<file path="config.mk">
export PLATFORM = sky130hd
export DESIGN_NAME = genius_sequence_player
export DESIGN_NICKNAME = d
export VERILOG_FILES = /design/src/rtl/genius_sequence_player.sv
export SDC_FILE = /design/constraint.sdc
export NUM_CORES = 1
export LEC_CHECK = 0
export CAP_MARGIN = 20
export CELL_PAD_IN_SITES_DETAIL_PLACEMENT = 0
export CELL_PAD_IN_SITES_GLOBAL_PLACEMENT = 1
export CORE_MARGIN = 2
export CORE_UTILIZATION = 42
export CTS_BUF_LIST = sky130_fd_sc_hd__clkbuf_4 sky130_fd_sc_hd__clkbuf_8
export CTS_CLUSTER_DIAMETER = 60
export DETAILED_ROUTE_END_ITERATION = 10
export PLACE_DENSITY = 0.81
export SYNTH_ARGS = -nofsm -noshare
export SYNTH_HDL_FRONTEND = slang
export SYNTH_SLANG_ARGS = --single-unit
</file>
<file path="constraint.sdc">
create_clock -name clk_i -period 2.4 [get_ports clk_i]
set_clock_uncertainty 0.1 [all_clocks]
set_input_delay 0.36 -clock clk_i [delete_from_list [all_inputs] [get_ports clk_i]]
set_output_delay 0.36 -clock clk_i [all_outputs]
set_load 0.02 [all_outputs]
</file>
<file path="src/rtl/genius_sequence_player.sv">
// Genius colour-sequence player: replays a seeded LFSR sequence on one-hot LEDs paced by a divided clock.
// Optional feature macro GENIUS_PLAYER_ABORT_EN adds abort_i, which cancels a play without a done pulse.
module genius_sequence_player #(
  parameter int unsigned MAX_LEN = 32,
  parameter logic [7:0]  SEED    = 8'hA5
) (
  input  logic       clk_i,
  input  logic       rst_i,
  input  logic       clk_1_i,
  input  logic       clk_2_i,
  input  logic       clk_3_i,
  input  logic       clk_5_i,
  input  logic [1:0] speed_i,
  input  logic       start_i,
  input  logic [5:0] len_i,
`ifdef GENIUS_PLAYER_ABORT_EN
  input  logic       abort_i,
`endif
  output logic       busy_o,
  output logic       done_o,
  output logic [3:0] led_o,
  output logic [5:0] step_o,
  output logic [1:0] color_o
);

  typedef enum logic [2:0] {S_IDLE, S_ALIGN, S_ON, S_OFF, S_DONE} state_t;

  localparam logic [5:0] MaxLen6 = 6'(MAX_LEN);

  state_t     r_state;
  logic [1:0] r_speed;
  logic [5:0] r_len;
  logic [5:0] r_step;
  logic [7:0] r_lfsr;
  logic       r_busy;
  logic       r_done;
  logic [3:0] r_led;
  logic [1:0] r_color;
  logic       r_sync1;
  logic       r_sync2;
  logic       r_edge;

  logic [1:0] w_speed;
  logic       w_div;
  logic       w_tick;
  logic       w_abort;
  logic [7:0] w_lfsr_next;
  logic [5:0] w_len_clamped;

`ifdef GENIUS_PLAYER_ABORT_EN
  assign w_abort = abort_i;
`else
  assign w_abort = 1'b0;
`endif

  // While idle the synchroniser already follows speed_i, so the latched choice causes no source switch at start.
  assign w_speed = (r_state == S_IDLE) ? speed_i : r_speed;

  always_comb begin
    w_div = clk_1_i;
    case (w_speed)
      2'd0:    w_div = clk_1_i;
      2'd1:    w_div = clk_2_i;
      2'd2:    w_div = clk_3_i;
      default: w_div = clk_5_i;
    endcase
  end

  always_ff @(posedge clk_i or posedge rst_i) begin
    if (rst_i) begin
      r_sync1 <= 1'b0;
      r_sync2 <= 1'b0;
      r_edge  <= 1'b0;
    end else begin
      r_sync1 <= w_div;
      r_sync2 <= r_sync1;
      r_edge  <= r_sync2;
    end
  end

  // Both edges of the synchronised wave tick, giving one tick per half-period.
  assign w_tick = r_sync2 ^ r_edge;

  assign w_lfsr_next   = {r_lfsr[6:0], r_lfsr[7] ^ r_lfsr[5] ^ r_lfsr[4] ^ r_lfsr[3]};
  assign w_len_clamped = ({26'd0, len_i} > MAX_LEN) ? MaxLen6 : len_i;

  always_ff @(posedge clk_i or posedge rst_i) begin
    if (rst_i) begin
      r_state <= S_IDLE;
      r_speed <= 2'd0;
      r_len   <= 6'd0;
      r_step  <= 6'd0;
      r_lfsr  <= SEED;
      r_busy  <= 1'b0;
      r_done  <= 1'b0;
      r_led   <= 4'd0;
      r_color <= 2'd0;
    end else begin
      r_done <= 1'b0;
      if (w_abort && (r_state != S_IDLE)) begin
        r_state <= S_IDLE;
        r_led   <= 4'd0;
        r_busy  <= 1'b0;
      end else begin
        case (r_state)
          S_IDLE: begin
            if (start_i && !w_abort) begin
              r_speed <= speed_i;
              r_len   <= w_len_clamped;
              r_lfsr  <= SEED;
              r_step  <= 6'd0;
              r_busy  <= 1'b1;
              if (w_len_clamped == 6'd0) begin
                r_state <= S_DONE;
                r_done  <= 1'b1;
              end else begin
                r_state <= S_ALIGN;
              end
            end
          end
          S_ALIGN: begin
            if (w_tick) begin
              r_state <= S_ON;
              r_led   <= 4'b0001 << r_lfsr[1:0];
              r_color <= r_lfsr[1:0];
            end
          end
          S_ON: begin
            if (w_tick) begin
              r_state <= S_OFF;
              r_led   <= 4'd0;
              r_step  <= r_step + 6'd1;
              r_lfsr  <= w_lfsr_next;
            end
          end
          S_OFF: begin
            if (w_tick) begin
              if (r_step == r_len) begin
                r_state <= S_DONE;
                r_done  <= 1'b1;
              end else begin
                r_state <= S_ON;
                r_led   <= 4'b0001 << r_lfsr[1:0];
                r_color <= r_lfsr[1:0];
              end
            end
          end
          S_DONE: begin
            r_state <= S_IDLE;
            r_busy  <= 1'b0;
          end
          default: begin
            r_state <= S_IDLE;
            r_busy  <= 1'b0;
            r_led   <= 4'd0;
          end
        endcase
      end
    end
  end

  assign busy_o  = r_busy;
  assign done_o  = r_done;
  assign led_o   = r_led;
  assign step_o  = r_step;
  assign color_o = r_color;

endmodule

</file>
# Yosys cells after proc, flatten, opt, wreduce, memory -nomap -nowiden
# Index checks and enable logic that the tools add are counted.
dict set report totals {
  register_bits 36
  latchBits 0
  mem_bits_rw 0
  mem_bits_ro 0
  input_bits 15
  out_inout_bits 14
  wordCells 78
  n_memories 0
}
dict set report classes {
  addsub 1
  multipliers 0
  div_mod_pow 0
  magnitude_cmp 1
  n_eq_ne 12
  shift 1
  mux 32
  bitwise_logic 6
  n_reduce_logical 13
}
# cell n
set ops {}
lappend ops {{two-way mux 3 bit} 6}
lappend ops {{two-way mux 6 bit} 3}
lappend ops {{two-way mux 4 bit} 4}
lappend ops {{two-way mux 8 bit} 2}
lappend ops {{one-hot mux 4 bit (4 select lines)} 1}
lappend ops {{one-hot mux 8 bit (2 select lines)} 1}
lappend ops {{one-hot mux 3 bit (4 select lines)} 1}
lappend ops {{one-hot mux 6 bit (2 select lines)} 1}
lappend ops {{inequality test 2 bit (second input constant)} 5}
lappend ops {{two-way mux 2 bit} 4}
lappend ops {{AND reduction 4 bit} 2}
lappend ops {{adder 6 x 1 -> 6 bit (second input constant)} 1}
lappend ops {{== test 3 x 2 -> 1 bit (second input constant)} 2}
lappend ops {{== test 6 bit} 1}
lappend ops {{greater-than comparator 6 bit (second input constant)} 1}
lappend ops {{zero test 6 bit} 1}
lappend ops {{two-way mux 1 bit} 5}
lappend ops {{AND reduction 5 bit} 1}
lappend ops {{one-hot mux 1 bit (2 select lines)} 2}
lappend ops {{one-hot mux 2 bit (2 select lines)} 1}
lappend ops {{AND reduction 2 bit} 2}
lappend ops {{nonzero test 2 bit} 2}
lappend ops {{left shift 1 x 2 -> 4 bit (first input constant)} 1}
lappend ops {{XOR 1 bit} 4}
lappend ops {{11 further kinds} 12}

# Depth between registers and ports, before layout
dict set report logic_depth {
  depth_word 6
  mapped_depth 6
  mapped_depth_nobuf 4
}

# Least setup slack after synthesis
# No wires, ideal clock.
dict set report synth_path {
  path_type {reg2reg}
  startpoint {register r_sync2}
  endpoint {register r_step[5] (netlist: step_o[5])}
  setup_ps 104
  arrival_time_ps 1503
  required_ps 2196
  path_slack_ps 693
  stages_incl_launch_ff 5
  path_buffers 1
  period_less_slack_ps 1707
  path_cell_list {dfrtp_1 -> xnor2_1 -> a2111o_1 -> buf_2 -> o41ai_2}
}
dict set report synth_via {
  elab_chain_cells 3
}
# element line_no
set synth_rtl {}
lappend synth_rtl {{start, declared} 40} ;# logic r_sync2;
lappend synth_rtl {{start signal, assigned} 76} ;# r_sync2 <= r_sync1;
lappend synth_rtl {{XOR 1 bit} 82} ;# assign w_tick = r_sync2 ^ r_edge;
lappend synth_rtl {{inequality test 2 bit (no source line)} --}
lappend synth_rtl {{AND reduction 3 bit (no source line)} --}
lappend synth_rtl {{end signal, assigned} 132} ;# r_step <= r_step + 6'd1;
lappend synth_rtl {{end, declared} 33} ;# logic [5:0] r_step;
# Every way passes these cells.
# A chain may end at the register's enable or synchronous reset.

# Worst setup path after layout
dict set report layout_path {
  startpoint {register r_state[1]}
  endpoint {register r_step[4] (netlist: step_o[4])}
}
dict set report layout_via {
  elab_chain_cells 3
  word_cells_on_any_way 7
  classes_between {eq/ne: 3; mux: 1; reduce/logical: 3}
}
# element line_no
set layout_rtl {}
lappend layout_rtl {{start, declared} 30} ;# state_t r_state;
lappend layout_rtl {{start signal, assigned} 89} ;# r_state <= S_IDLE;
lappend layout_rtl {{start signal, assigned} 101} ;# r_state <= S_IDLE;
lappend layout_rtl {{start signal, assigned} 114} ;# r_state <= S_DONE;
lappend layout_rtl {{== test 3 x 2 -> 1 bit or zero test 3 bit (tied branches)} 105} ;# case (r_state)
lappend layout_rtl {{inequality test 2 bit (no source line) or nonzero test 2 bit (tied branches)} --}
lappend layout_rtl {{AND reduction 3 bit (no source line)} --}
# Parallel ways exist; a longest one is shown, timed or not.

==> impl_summary.log <==
INFO  metric outcome = complete, no violations
INFO  metric synth_simple_gate_area_share = slightly below 20%
INFO  metric synth_compound_area_share = between 10% and 20%
INFO  metric dpl.hpwl = 2640 microns
INFO  metric fp-row-count = 23
INFO  metric main_combinational_cell_family_by_area_after_synthesis = simple AND/OR/NAND/NOR gates
INFO  metric internal_power = 0.00177 W
INFO  metric most-common-layout-cells = dfrtp_1 (32), nand2_1 (31), clkdlybuf4s50_1 (28)
INFO  metric cts-resized-gates = 0
INFO  metric reg2reg_from = r_state[1]$_DFFE_PP0P_
INFO  metric clock_buffer_depth = 2
INFO  metric post_route_cells_drive_above_1_share = between 10% and 20%
INFO  metric final_core_utilization = 54.3%
INFO  metric timing_hold_violations_final = 0
INFO  metric timing.fmax = around 0.53 GHz
INFO  metric finalSetupViolCount = 0
INFO  metric cellLeakagePower = 0.911 nW
INFO  metric cp-end-kind = flop
INFO  metric timing.critical_path.required = ~2.5 ns
INFO  metric core_area = 3970 sq um
INFO  metric post_drt_via_cell_ratio = between 5 and 6
INFO  metric power_frac_comb = between 40% and 50%
INFO  metric count_of_synthesis_stage_warnings_from_yosys = 0
INFO  metric die_x = 68.0 microns
INFO  metric count_of_h_tree_levels_built_during_cts = 2
INFO  metric yosys.cell_types.count = 39
INFO  metric design.die.area = ~4600 sq um
INFO  metric grt_setup_unrepaired = no
INFO  metric cts_tree = yes
INFO  metric tightestPinTransition = slightly above 0.5 ns
INFO  metric first_pass_iters = 4
INFO  metric grt_start_max_net_pins = 37
INFO  metric fin_setup_tns = 0 ns
INFO  metric drt_iter0_markers = between 70 and 80
INFO  metric syn-instance-count = between 150 and 200
INFO  metric synth-xor-area-share = under 10%
INFO  metric global_routing_usage_summed_across_all_routing_layers = between 10% and 20%
INFO  metric hold_path.startpoint = r_sync1$_DFF_PP0_
INFO  metric crit_fanout = 11
INFO  metric gp_congestion = about 0.8
INFO  metric worst_setup_hold_path_clk_slew = about 0.07 ns
INFO  metric tritoncts_num_sinks = 36
INFO  metric synthesis.area = around 1700 sq um
INFO  metric post_synthesis_net_count = around 190
INFO  metric netSwitchingFraction = 40.6%
INFO  metric yosys.area_share.adder = less than 1%
INFO  metric rrSetupSlack = between 0.5 and 0.6 ns
INFO  metric crit_path_start_kind = flop
INFO  metric sequential_element_share_of_the_synthesized_area = 52.7%
INFO  metric avgRoutedWirePerCell = around 14 microns
INFO  metric synth.ff_latch_count = 36
INFO  metric powerDensity = roughly 1400 nW/um^2
INFO  metric netSwitchingPower = between 0.001 and 0.0015 W
INFO  metric grt_first_pass_wirelength = between 5000 and 6000 microns
INFO  metric number_of_nets_in_the_layout = 220
INFO  metric path_class = reg2reg
INFO  metric place.detailed.instances = 247
INFO  metric drt_drc_violations_left = 0
INFO  metric antenna_left = 0
INFO  metric vias_in_the_first_global_route = around 1300
INFO  metric die_extent_in_y = 68.0 microns
INFO  metric total_overflow_reported_by_the_global_router = 0
INFO  metric final_common_cell = dfrtp_1
INFO  metric synth.area.mux_share = between 3 and 4%
INFO  metric worstHoldPathCells = 0
INFO  metric post-route-period-util = ~79%
INFO  metric timing.hold.worst_endpoint = r_sync2$_DFF_PP0_
INFO  metric floorplan.io_pins = 29
INFO  metric area_delta_synth_final = 25.5%
INFO  metric synth.avg_cell_area = around 10 sq um
INFO  metric power_frac_clock = between 10% and 20%
INFO  metric portBuffers = 28
INFO  metric postCtsSetupRepairBufs = 0
INFO  metric count_of_maximum_capacitance_violations = 0
INFO  metric count_of_cells_along_the_worst_register_to_register_path = 4
INFO  metric worstReg2RegEnd = step_o[4]$_DFFE_PP0P_
INFO  metric vdd.ir_drop.worst = 602 uV
INFO  metric initial_utilization = a little over two fifths
INFO  metric timing.final.crit_period = approximately 1.9 ns
INFO  metric timing.slew.headroom = between 60% and 70%
INFO  metric clock_tree.root_cell = clkbuf_8
INFO  metric total_cts_buffers = 5
INFO  metric cts.hold.buffers_added = 0
INFO  metric seq_power_share = between 30% and 40%
INFO  metric finalMaxSlewViolations = 0
INFO  metric holdCritPathClass = reg2reg
INFO  metric grt_antenna_before_repair = 0
INFO  metric antennaDiodeCount = 0
INFO  metric clock_latency = 0.28 ns
INFO  metric routed_wl = 3560 microns
INFO  metric timing.critical_path.arrival = 2.00 ns
INFO  metric vias_after_detailed_routing = 1322
INFO  metric layoutNonFillerInstCount = between 200 and 300
metrics by stage:
stage               total power, W  hold WS, ns  setup WS, ns  cell area (sq um)
CTS                        0.00302        0.252         0.507               2160
finish                     0.00299        0.252         0.500               2160
global route               0.00324        0.264         0.350               2160
detailed placement         0.00255        0.236         0.209               2060
floorplan                  0.00209        0.231         0.693               1720
global placement           0.00250        0.232         0.272               2060
state kept, by name, summed over array words and instances (netlist names):
| name | count |
|---|---|
| done_o | 1 |
| r_lfsr | 8 |
| step_o | 6 |
| r_sync2 | 1 |
| color_o | 2 |
| led_o | 4 |
| busy_o | 1 |
| r_sync1 | 1 |
| r_edge | 1 |
| r_len | 6 |
| r_state | 3 |
| r_speed | 2 |
metal layers:
layer  track usage, %  share of wire [%]  vias to the layer above
li1                 -                  -                      665
met1             23.0                 47                      625
met2             27.3                 46                       28
met3             4.77                4.9                        4
met4             8.75                1.5                        0
met5                0                  0                        -
synth_stat cells:
cell	count	area share, %
a32o_1	2	1.2
o2bb2ai_1	4	2.0
dfrtp_1	32	47
nand2b_1	8	2.9
a2111oi_4	1	1.6
clkbuf_2	1	0.29
nor2_1	10	2.2
xor2_1	3	1.5
a2111o_1	1	0.65
or2_2	1	0.36
a21oi_1	6	1.7
o21ai_1	1	0.29
buf_2	3	0.87
o31ai_1	1	0.44
nand3_1	10	2.9
inv_1	4	0.87
xnor2_1	8	4.1
clkbuf_1	3	0.65
nor3_2	1	0.58
mux2_2	2	1.3
nor2b_1	1	0.36
mux2i_1	3	1.7
a211oi_1	1	0.44
o21ai_0	12	3.5
a221oi_1	1	0.51
nor4_1	1	0.36
dfstp_2	4	6.1
a31o_2	1	0.51
o41ai_2	1	0.95
ha_1	1	0.73
or3_1	2	0.73
nand4_1	2	0.73
nor3b_1	1	0.44
o311ai_1	1	0.51
nor3_1	1	0.29
a31oi_1	2	0.73
and2_1	3	1.1
nand2_1	31	6.8
a22oi_1	1	0.44
cells by family (layout without fill, tap and decap cells):
group | after synthesis | in the layout
AO/OA/AOI/OAI | 36 | 36
XOR/XNOR | 11 | 11
adder cells (fa/ha/maj) | 1 | 1
buffers and inverters | 11 | 44
flip-flops | 36 | 36
multiplexers | 5 | 5
AND/OR/NAND/NOR | 72 | 72
worst max-delay path, cell delays in order (launching register included):
cell and delay, ns:
dfrtp_1 0.57, nor2_1 0.15, a2111o_1 0.47, or3_1 0.36
a21oi_1 0.16
worst max-delay path by stage:
stage / start / endpoint / slack (ns) / cells past startpoint
2_1_floorplan: r_sync2$_DFF_PP0_ / step_o[5]$_DFFE_PP0P_ / 0.69 / 4
6_report: r_state[1]$_DFFE_PP0P_ / step_o[4]$_DFFE_PP0P_ / 0.50 / 4
5_1_grt: r_state[1]$_DFFE_PP0P_ / step_o[5]$_DFFE_PP0P_ / 0.35 / 4
3_5_place_dp: start_i / step_o[4]$_DFFE_PP0P_ / 0.21 / 5
3_3_place_gp: start_i / step_o[5]$_DFFE_PP0P_ / 0.27 / 5
4_1_cts: r_state[1]$_DFFE_PP0P_ / step_o[4]$_DFFE_PP0P_ / 0.51 / 4
power groups by stage:
stage	combinational, W	sequential, W	clock, W
3_3_place_gp	0.00136	0.00114	0
3_5_place_dp	0.00140	0.00115	0
4_1_cts	0.00141	0.00114	0.000474
2_1_floorplan	0.000907	0.00118	0
6_report	0.00139	0.00114	0.000462
5_1_grt	0.00156	0.00118	0.000502
area by class of cell:
| class | instances | area [sq um] |
|---|---|---|
| fillers | 348 | 1810 |
| repair buffers | 32 | 310 |
| flip-flops and latches | 36 | 906 |
| inverters | 4 | 15.0 |
| multi-input cells | 125 | 767 |
| well taps | 50 | 62.6 |
| clock buffers | 8 | 97.6 |
Note: power is estimated with default switching activity, not from simulation.
